`src/rtl/mips_cache_pkg.sv`:
```
// Shared definitions for the MIPS cache/memory interface slice.
//   arb_state_t          : Avalon arbiter state encoding (also on the debug port)
//   STARVE_LIMIT_DEFAULT : read grants a pending write may lose before it wins
//   REQ_I/REQ_D/REQ_W    : bit positions of the requesters in req/grant vectors
package mips_cache_pkg;

    typedef enum logic [1:0] {
        ST_IDLE    = 2'd0,
        ST_GRANT_I = 2'd1,
        ST_GRANT_D = 2'd2,
        ST_GRANT_W = 2'd3
    } arb_state_t;

    localparam int unsigned STARVE_LIMIT_DEFAULT = 4;

    localparam int unsigned REQ_I = 0;
    localparam int unsigned REQ_D = 1;
    localparam int unsigned REQ_W = 2;

endpackage

```
`src/rtl/mips_avalon_arb_pick.sv`:
```
// Combinational winner selection for the Avalon arbiter.
//   reqs   [2:0] : eligible requests, indexed by REQ_I/REQ_D/REQ_W
//   w_full       : write buffer full, forces the write to the front
//   streak [2:0] : consecutive read grants while a write was waiting
//   grant  [2:0] : one-hot winner, all zero when nothing is eligible
module mips_avalon_arb_pick
    import mips_cache_pkg::*;
#(
    parameter int unsigned STARVE_LIMIT = STARVE_LIMIT_DEFAULT
) (
    input  logic [2:0] reqs,
    input  logic       w_full,
    input  logic [2:0] streak,
    output logic [2:0] grant
);

    always_comb begin
        grant = '0;
        if (reqs[REQ_W] && (w_full || streak == 3'(STARVE_LIMIT))) begin
            grant[REQ_W] = 1'b1;
        end else if (reqs[REQ_I]) begin
            grant[REQ_I] = 1'b1;
        end else if (reqs[REQ_D]) begin
            grant[REQ_D] = 1'b1;
        end else if (reqs[REQ_W]) begin
            grant[REQ_W] = 1'b1;
        end
    end

endmodule

```
`src/rtl/mips_avalon_arbiter.sv`:
```
// Three-way arbiter (instruction fetch, data line fill, write-buffer drain)
// onto a single Avalon-MM master. One transaction at a time, no preemption,
// all outputs registered.
//   clk, rst                      : clock, asynchronous active-low reset
//   i_req/i_addr -> i_ack/i_rdata : instruction read port
//   d_req/d_addr -> d_ack/d_rdata : data read port
//   w_req/w_addr/w_wdata/w_byteen/w_full -> w_ack : write port
//   mem_* , waitrequest, mem_readdata : Avalon master
//   arb_state                     : current state (debug)
module mips_avalon_arbiter
    import mips_cache_pkg::*;
#(
    parameter int unsigned STARVE_LIMIT = STARVE_LIMIT_DEFAULT
) (
    input  logic        clk,
    input  logic        rst,
    input  logic        i_req,
    input  logic [31:0] i_addr,
    output logic        i_ack,
    output logic [31:0] i_rdata,
    input  logic        d_req,
    input  logic [31:0] d_addr,
    output logic        d_ack,
    output logic [31:0] d_rdata,
    input  logic        w_req,
    input  logic [31:0] w_addr,
    input  logic [31:0] w_wdata,
    input  logic [3:0]  w_byteen,
    input  logic        w_full,
    output logic        w_ack,
    output logic [31:0] mem_address,
    output logic [31:0] mem_writedata,
    output logic        mem_read,
    output logic        mem_write,
    output logic [3:0]  mem_byteenable,
    input  logic        waitrequest,
    input  logic [31:0] mem_readdata,
    output logic [1:0]  arb_state
);

    arb_state_t  state_q, state_d;
    logic [31:0] mem_address_q, mem_address_d;
    logic [31:0] mem_writedata_q, mem_writedata_d;
    logic        mem_read_q, mem_read_d;
    logic        mem_write_q, mem_write_d;
    logic [3:0]  mem_byteenable_q, mem_byteenable_d;
    logic        i_ack_q, i_ack_d;
    logic        d_ack_q, d_ack_d;
    logic        w_ack_q, w_ack_d;
    logic [31:0] i_rdata_q, i_rdata_d;
    logic [31:0] d_rdata_q, d_rdata_d;
    logic [2:0]  streak_q, streak_d;

    logic [2:0]  reqs;
    logic [2:0]  grant;

    // A requester acked this cycle still holds req until it sees the ack;
    // masking it here prevents granting the same request twice.
    assign reqs = {w_req & ~w_ack_q, d_req & ~d_ack_q, i_req & ~i_ack_q};

    mips_avalon_arb_pick #(
        .STARVE_LIMIT (STARVE_LIMIT)
    ) u_pick (
        .reqs   (reqs),
        .w_full (w_full),
        .streak (streak_q),
        .grant  (grant)
    );

    always_comb begin
        state_d          = state_q;
        mem_address_d    = mem_address_q;
        mem_writedata_d  = mem_writedata_q;
        mem_read_d       = mem_read_q;
        mem_write_d      = mem_write_q;
        mem_byteenable_d = mem_byteenable_q;
        i_ack_d          = 1'b0;
        d_ack_d          = 1'b0;
        w_ack_d          = 1'b0;
        i_rdata_d        = i_rdata_q;
        d_rdata_d        = d_rdata_q;
        streak_d         = w_req ? streak_q : '0;

        case (state_q)
            ST_IDLE: begin
                if (grant[REQ_W]) begin
                    state_d          = ST_GRANT_W;
                    mem_address_d    = w_addr;
                    mem_writedata_d  = w_wdata;
                    mem_byteenable_d = w_byteen;
                    mem_write_d      = 1'b1;
                    streak_d         = '0;
                end else if (grant[REQ_I] || grant[REQ_D]) begin
                    state_d          = grant[REQ_I] ? ST_GRANT_I : ST_GRANT_D;
                    mem_address_d    = grant[REQ_I] ? i_addr : d_addr;
                    mem_writedata_d  = '0;
                    mem_byteenable_d = '1;
                    mem_read_d       = 1'b1;
                    if (w_req && streak_q < 3'(STARVE_LIMIT)) begin
                        streak_d = streak_q + 3'd1;
                    end
                end
            end
            ST_GRANT_I, ST_GRANT_D, ST_GRANT_W: begin
                if (!waitrequest) begin
                    state_d     = ST_IDLE;
                    mem_read_d  = 1'b0;
                    mem_write_d = 1'b0;
                    case (state_q)
                        ST_GRANT_I: begin
                            i_ack_d   = 1'b1;
                            i_rdata_d = mem_readdata;
                        end
                        ST_GRANT_D: begin
                            d_ack_d   = 1'b1;
                            d_rdata_d = mem_readdata;
                        end
                        default: w_ack_d = 1'b1;
                    endcase
                end
            end
            default: state_d = ST_IDLE;
        endcase
    end

    always_ff @(posedge clk or negedge rst) begin
        if (!rst) begin
            state_q          <= ST_IDLE;
            mem_address_q    <= '0;
            mem_writedata_q  <= '0;
            mem_read_q       <= 1'b0;
            mem_write_q      <= 1'b0;
            mem_byteenable_q <= '0;
            i_ack_q          <= 1'b0;
            d_ack_q          <= 1'b0;
            w_ack_q          <= 1'b0;
            i_rdata_q        <= '0;
            d_rdata_q        <= '0;
            streak_q         <= '0;
        end else begin
            state_q          <= state_d;
            mem_address_q    <= mem_address_d;
            mem_writedata_q  <= mem_writedata_d;
            mem_read_q       <= mem_read_d;
            mem_write_q      <= mem_write_d;
            mem_byteenable_q <= mem_byteenable_d;
            i_ack_q          <= i_ack_d;
            d_ack_q          <= d_ack_d;
            w_ack_q          <= w_ack_d;
            i_rdata_q        <= i_rdata_d;
            d_rdata_q        <= d_rdata_d;
            streak_q         <= streak_d;
        end
    end

    assign mem_address    = mem_address_q;
    assign mem_writedata  = mem_writedata_q;
    assign mem_read       = mem_read_q;
    assign mem_write      = mem_write_q;
    assign mem_byteenable = mem_byteenable_q;
    assign i_ack          = i_ack_q;
    assign d_ack          = d_ack_q;
    assign w_ack          = w_ack_q;
    assign i_rdata        = i_rdata_q;
    assign d_rdata        = d_rdata_q;
    assign arb_state      = state_q;

    // A granted requester must hold its request until acked.
    a_i_held: assert property (@(posedge clk) disable iff (!rst) (state_q == ST_GRANT_I) |-> i_req);
    a_d_held: assert property (@(posedge clk) disable iff (!rst) (state_q == ST_GRANT_D) |-> d_req);
    a_w_held: assert property (@(posedge clk) disable iff (!rst) (state_q == ST_GRANT_W) |-> w_req);

endmodule
```
`config.mk`:
```
export PLATFORM = sky130hd
export DESIGN_NAME = mips_avalon_arbiter
export DESIGN_NICKNAME = d
export VERILOG_FILES = /design/src/rtl/mips_cache_pkg.sv /design/src/rtl/mips_avalon_arb_pick.sv /design/src/rtl/mips_avalon_arbiter.sv
export SDC_FILE = /design/constraint.sdc
export NUM_CORES = 1
export LEC_CHECK = 0
export CAP_MARGIN = 20
export CORE_UTILIZATION = 44
export DETAILED_ROUTE_END_ITERATION = 8
export PLACE_DENSITY = 0.95
export SETUP_SLACK_MARGIN = 0.1
export SYNTH_ARGS = -nofsm -noshare
export SYNTH_HDL_FRONTEND = slang
export SYNTH_SLANG_ARGS = --single-unit
export TNS_END_PERCENT = 1
```
`constraint.sdc`:
```
create_clock -name clk -period 4.3 [get_ports clk]
set_input_delay 0.86 -clock clk [delete_from_list [all_inputs] [get_ports clk]]
set_output_delay 0.86 -clock clk [all_outputs]
set_load 0.05 [all_outputs]
```
==> impl_metrics.py <==
metrics = {
    "routing": {
        "totalWireLength_um": 19500,
        "wl_per_cell_um": 19.8,
        "drc": 0,
        "first_iter_violations": 311,
        "ant_nets": 0,
        "drt-vias-per-instance": 5.42,
        "drt_pass1_iterations": 5,
        "routed-via-count": 5341,
    },
    "global_routing": {
        "first_global_vias": 5672,
        "grt_max_degree": 108,
        "overflow": 0,
        "grt_usage_pct": 27.1,
        "antenna_found_initial": 0,
        "grt_pass1_wl_um": 29900,
    },
    "worst_setup_path": {
        "crit_top_cell": "buf_4",
        "crit_chain": "clkdlybuf4s50_1 > nor2b_2 > buf_4 > o31ai_4 > buf_4 > a21oi_1 > a21o_1",
        "slowest_delay_ns": 0.64,
        "cp_slowest_cell": "buf_4",
        "worst_setup_path_end_kind": "flip-flop",
        "cp-start-kind": "input pin",
        "cp_top_family": "buffers and inverters",
        "arrival_ns": 3.03,
        "path_buf_inv": 3,
        "crit_fanout": 66,
        "required_ns": 4.61,
        "path_class": "in -> reg",
    },
    "sta": {
        "clock_skew_ns": 0.00961,
        "period_needed_ns": 2.73,
        "hold_viol": 0,
        "finalSetupTns_ns": 0,
        "slew_headroom_pct": 34.4,
        "setup_violations": 0,
        "max_freq_ghz": 0.367,
        "finalCritPeriodShare_pct": 63.4,
        "slew_violations": 0,
        "grt_setup_unrepaired": "false",
        "tightest_slew_ns": 0.984,
    },
    "power_and_ir_drop": {
        "ir_worst_vdd_mv": 0.662,
        "leakagePower_uw": 0.00418,
        "power_density_nw_per_um2": 890,
    },
    "yosys": {
        "ys_seq_area_share_pct": 56.8,
        "synthXorXnorAreaFrac_pct": 0,
        "synth_edf_count": 0,
        "synth-adder-area-share_pct": 1.00,
        "synth_fp_nets": 672,
        "yosys.area_share.simple_pct": 7.22,
        "synthFlopType": "dfrtp_1",
        "synth.mux.area_fraction_pct": 11.7,
        "ys_types": 38,
        "synth_compound_area_share_pct": 18.6,
        "synth_top_family_by_area": "compound AO/OA/AOI/OAI gates",
        "syn_inst": 496,
        "synth_area_per_cell_sq_um": 12.6,
        "ys_ff_latch": 142,
        "ys_warn_count": 0,
        "async_reset_ff_share_pct": 100,
        "netlist_area_sq_um": 6260,
    },
    "die": {
        "fp.dieH_um": 121,
        "ioPinCount": 310,
        "coreArea_sq_um": 13900,
        "rows": 43,
        "start_util_pct": 45.1,
        "die_x_um": 121,
        "dieArea_sq_um": 14700,
    },
    "cts": {
        "clock-sinks": 142,
        "cts-htree-levels": 4,
        "cts_root_buf": "clkbuf_16",
        "postCtsHoldBufs": 0,
        "clockBufferDepth": 2,
        "insertion_delay_ns": 0.42,
        "cts.reportedPaths.clkPinSlew_ns": 0.06,
        "cts_resized": 0,
        "cts_tree": "yes",
        "cts_buffers": 17,
        "cts_setup_buffers": 0,
    },
    "place": {
        "dp_cells": 953,
        "hpwl_um": 13700,
        "portBuffers": 309,
        "dpl_cell_area_sq_um": 9400,
        "gp_congestion": 0.855,
    },
    "layout": {
        "final_common_cell": "clkdlybuf4s50_1",
        "layout-drive-gt1-share_pct": 11.1,
        "fin_nets": 968,
        "fin_cells": 985,
        "antenna_cells": 0,
        "syn_to_final_growth_pct": 60.5,
        "design_area_sq_um": 10000,
        "most-common-layout-cells": "clkdlybuf4s50_1 (308), dfrtp_1 (142), nand2_1 (36), o21ai_1 (33)",
    },
    "run": {
        "max_cap_violations": 0,
    },
    "min_path": {
        "hold_class": "reg -> reg",
    },
    "status": {
        "status": "complete, no violations",
    },
}
[per-layer routing]
layer,wire length [um],vias to the layer above,GRT usage [%]
li1,-,2427,-
met1,7140,2595,29.9
met2,9980,284,47.0
met3,2010,35,10.5
met4,418,0,9.80
met5,0,-,0
[synth_stat cells, types with 5 or more instances]
master    instances  area (sq um)
buf_6             8          90.1
nand2_1          36           135
a221oi_1         32           280
ha_1              5          62.6
inv_1             6          22.5
and2_1           32           200
mux2_2           32           360
o21ai_1          33           165
a22o_1           32           280
buf_4             8          60.1
dfrtp_1         142          3550
clkbuf_1         13          48.8
mux2_1           32           360
o31ai_1          32           240
buf_2            15          75.1
[worst register-to-register path, stage by stage, from the launching register on]
cell and delay [ns]:
dfrtp_1 0.41, inv_1 0.09, ha_1 0.29, or2_1 0.36
nor2_4 0.77, mux2_1 0.41
[worst paths after layout]
path / from / end / slack (ns) / depth (start not counted)
max reg2reg: arb_state[0] / d_rdata[26] / 1.86 / 5
max in group asynchronous: rst / d_rdata[12] / 2.87 / 2
min reg2reg: mem_write / mem_write / 0.48 / 2
min: mem_write / mem_write / 0.48 / 2
max: i_req / mem_read / 1.57 / 7
min in group asynchronous: rst / d_rdata[27] / 0.55 / 1
[where the power goes]
group | internal (uW) | leakage [uW] | total (uW) | switching [uW]
logic | 1750 | 0.00212 | 5030 | 3280
clock network | 998 | 0.000309 | 1600 | 597
registers | 1950 | 0.00175 | 2310 | 360
[layout make-up]
| type | instances | area (sq um) |
|---|---|---|
| Inverter | 6 | 22.5 |
| Clock inverter | 14 | 201 |
| Timing Repair Buffer | 321 | 3180 |
| Clock buffer | 18 | 439 |
| Sequential cell | 142 | 3550 |
| Tap cell | 180 | 225 |
| Fill cell | 917 | 3840 |
| Multi-Input combinational cell | 304 | 2420 |
[flip-flops by register name, summed over array words and instances, names as in the netlist]
register / flops
w_ack: 1
mem_writedata: 32
d_ack: 1
mem_byteenable: 4
mem_write: 1
mem_address: 32
i_rdata: 32
i_ack: 1
arb_state: 2
streak_q: 3
mem_read: 1
d_rdata: 32
[stage by stage]
step | worst slack [ns] | utilization (%) | hold slack, ns | total power [uW]
2_1_floorplan | 2.11 | - | 0.458 | 5630
3_3_place_gp | 1.21 | 67.7 | 0.463 | 7220
3_5_place_dp | 1.15 | 67.7 | 0.468 | 7340
4_1_cts | 1.58 | 72.3 | 0.489 | 8990
5_1_grt | 1.46 | 72.3 | 0.506 | 9330
6_report | 1.57 | 72.3 | 0.482 | 8940
[cell families after synthesis]
kind of cell,after synthesis
buf+inv,50
flops,142
mux,65
simple gates,84
fa+ha+maj,5
compound gates,150
Power figures use the tool's default switching activity.
==> variant (config.mk and constraints unchanged) <==
Make the reset (`rst`) synchronous in one clocked block. Comments in the files are not updated.
--- a/src/rtl/mips_avalon_arbiter.sv
+++ b/src/rtl/mips_avalon_arbiter.sv
@@ -123,7 +123,7 @@
         endcase
     end
 
-    always_ff @(posedge clk or negedge rst) begin
+    always_ff @(posedge clk) begin
         if (!rst) begin
             state_q          <= ST_IDLE;
             mem_address_q    <= '0;
Formal check against the unedited RTL: differs if rst is asserted again (counterexample within 4 cycles, from zero or initial values and one cycle with rst low); with rst held inactive, the same outputs for 4 cycles.
==> variant against the original RTL <==
Utilization rose by 1.5 points; wire length shrank 2.6%; sequential share of layout area shrank 6.2 points; setup slack got worse by 0.062 ns; sequential cell count stayed put; synthesized cell count up 44%; area after synthesis is 5.1% lower; design area down 3.0%; clock skew increased by 0.0019 ns; via count grew 14%.
Power is not compared: it rests on default switching activity, and its combinational part moved more than twofold at a synthesized area within 25%.
==> variant: results (changes against the original RTL) <==
Outcome
  • Outcome: finished clean

STA
  • Final clock skew: 0.0115 ns (+0.00191 ns)
  • Max Fclk: 359 MHz (-2.2%)
  • Max_slew headroom: 52.1% (+18 points)

Detailed routing
  • Vias/cell: 5.16 (-4.8%)
  • Initial DRC Count: 364 (+17%)
  • Final wirelength: 19000 um (-2.6%)

Hold path
  • Min-delay src: d_rdata[20]$_SDFFE_PN0P_
  • Hold endpoint: d_rdata[20]$_SDFFE_PN0P_

Synth
  • Seq/Total Area, Yosys: 47.9% (-8.9 points)
  • Top FF cell, synth: dfxtp_1
  • Syn Nets: 891 (+33%)
  • Async S/R FF share, synth: 0% (-100 points)
  • Dominant cells by area after synthesis: dfxtp_1, nand2_1, a21boi_0
  • Synth cell count leaders: nand2_1, dfxtp_1, a21boi_0
  • Synth cell types: 42 (+11%)

Global routing
  • Vias in the first global route: 5850 (+3.1%)
  • Largest net degree at the start of global routing: 88 (-19%)
  • First-pass GRT wire length: 29800 um (-0.44%)
  • Initial antenna violation count: 1 (+1)

Layout
  • Nets: 1171 (+21%)
  • Layout cells sized above 1: 5.06% (-6.0 points)

Place
  • Placer congestion estimate: 0.824 (-3.7%)
  • Dpl ws: 1.16 ns (+0.0152 ns)
  • HPWL after DPL: 13400 um (-2.5%)

Critical path
  • Max stage delay on crit path: 0.62 ns (-0.02 ns)
  • R2R Path Start: w_ack$_SDFF_PP0_
  • R2R Setup Slk: 2.08 ns (+0.22 ns)
  • CP endpoint: mem_writedata[4]$_SDFFE_PN0P_
  • Launch point of the worst path: w_req
  • Arr. time, crit path: 3.12 ns (+0.09 ns)
[variant: cell count changes after synthesis, sizes merged, moves of 32 or more]
cell and change:
and3 +33, a22o -32, dfrtp -142, nor2b +32
nand3 +32, dfxtp +142, a21boi +65, nand2 +164
a22oi +32, o21ai -32, a221oi -32, mux2 -64
[variant: area by class of cell]
type	count	area, um^2	area share, %
clock buffer	22	474	4.87
clock inverter	9	134	1.37
inverter	6	22.5	0.231
multi-input combinational	508	2840	29.1
sequential	142	2840	29.2
tap	176	220	2.26
timing repair buffer	320	3210	33.0
[variant: cell families after synthesis]
group	share of synthesized area (%)
buffers and inverters	4.70
adder cells (fa/ha/maj)	1.05
AO/OA/AOI/OAI	19.7
flip-flops	47.9
AND/OR/NAND/NOR	26.5
multiplexers	0.169
[variant: worst register-to-register path, stage by stage, from the launching register on]
cell     delay, ns
dfxtp_1       0.38
and2b_2       0.29
o31ai_4       0.40
buf_4         0.63
a22oi_1       0.26
nor2b_1       0.19
[variant: power by group]
| group | switching [W] | leakage, nW | internal, W |
|---|---|---|---|
| clock | 0.000550 | 0.297 | 0.000957 |
| combinational | 0.000780 | 2.14 | 0.000478 |
| sequential | 0.0000647 | 1.16 | 0.00144 |
| total | 0.00139 | 3.59 | 0.00287 |
[variant: metrics by stage]
step	cell area, um^2	hold WS [ns]	cells
2_1_floorplan	5940	0.498	715
3_3_place_gp	9080	0.441	1150
3_5_place_dp	9140	0.449	1152
4_1_cts	9740	0.458	1183
5_1_grt	9740	0.484	1183
6_report	9740	0.456	1183
[variant: metal layers]
metal | vias to the layer above | GRT usage (%) | routed length, um
li1 | 2973 | - | -
met5 | - | 0 | 10
met2 | 270 | 47.4 | 9720
met4 | 2 | 12.0 | 541
met1 | 2823 | 30.1 | 7310
met3 | 37 | 8.30 | 1450
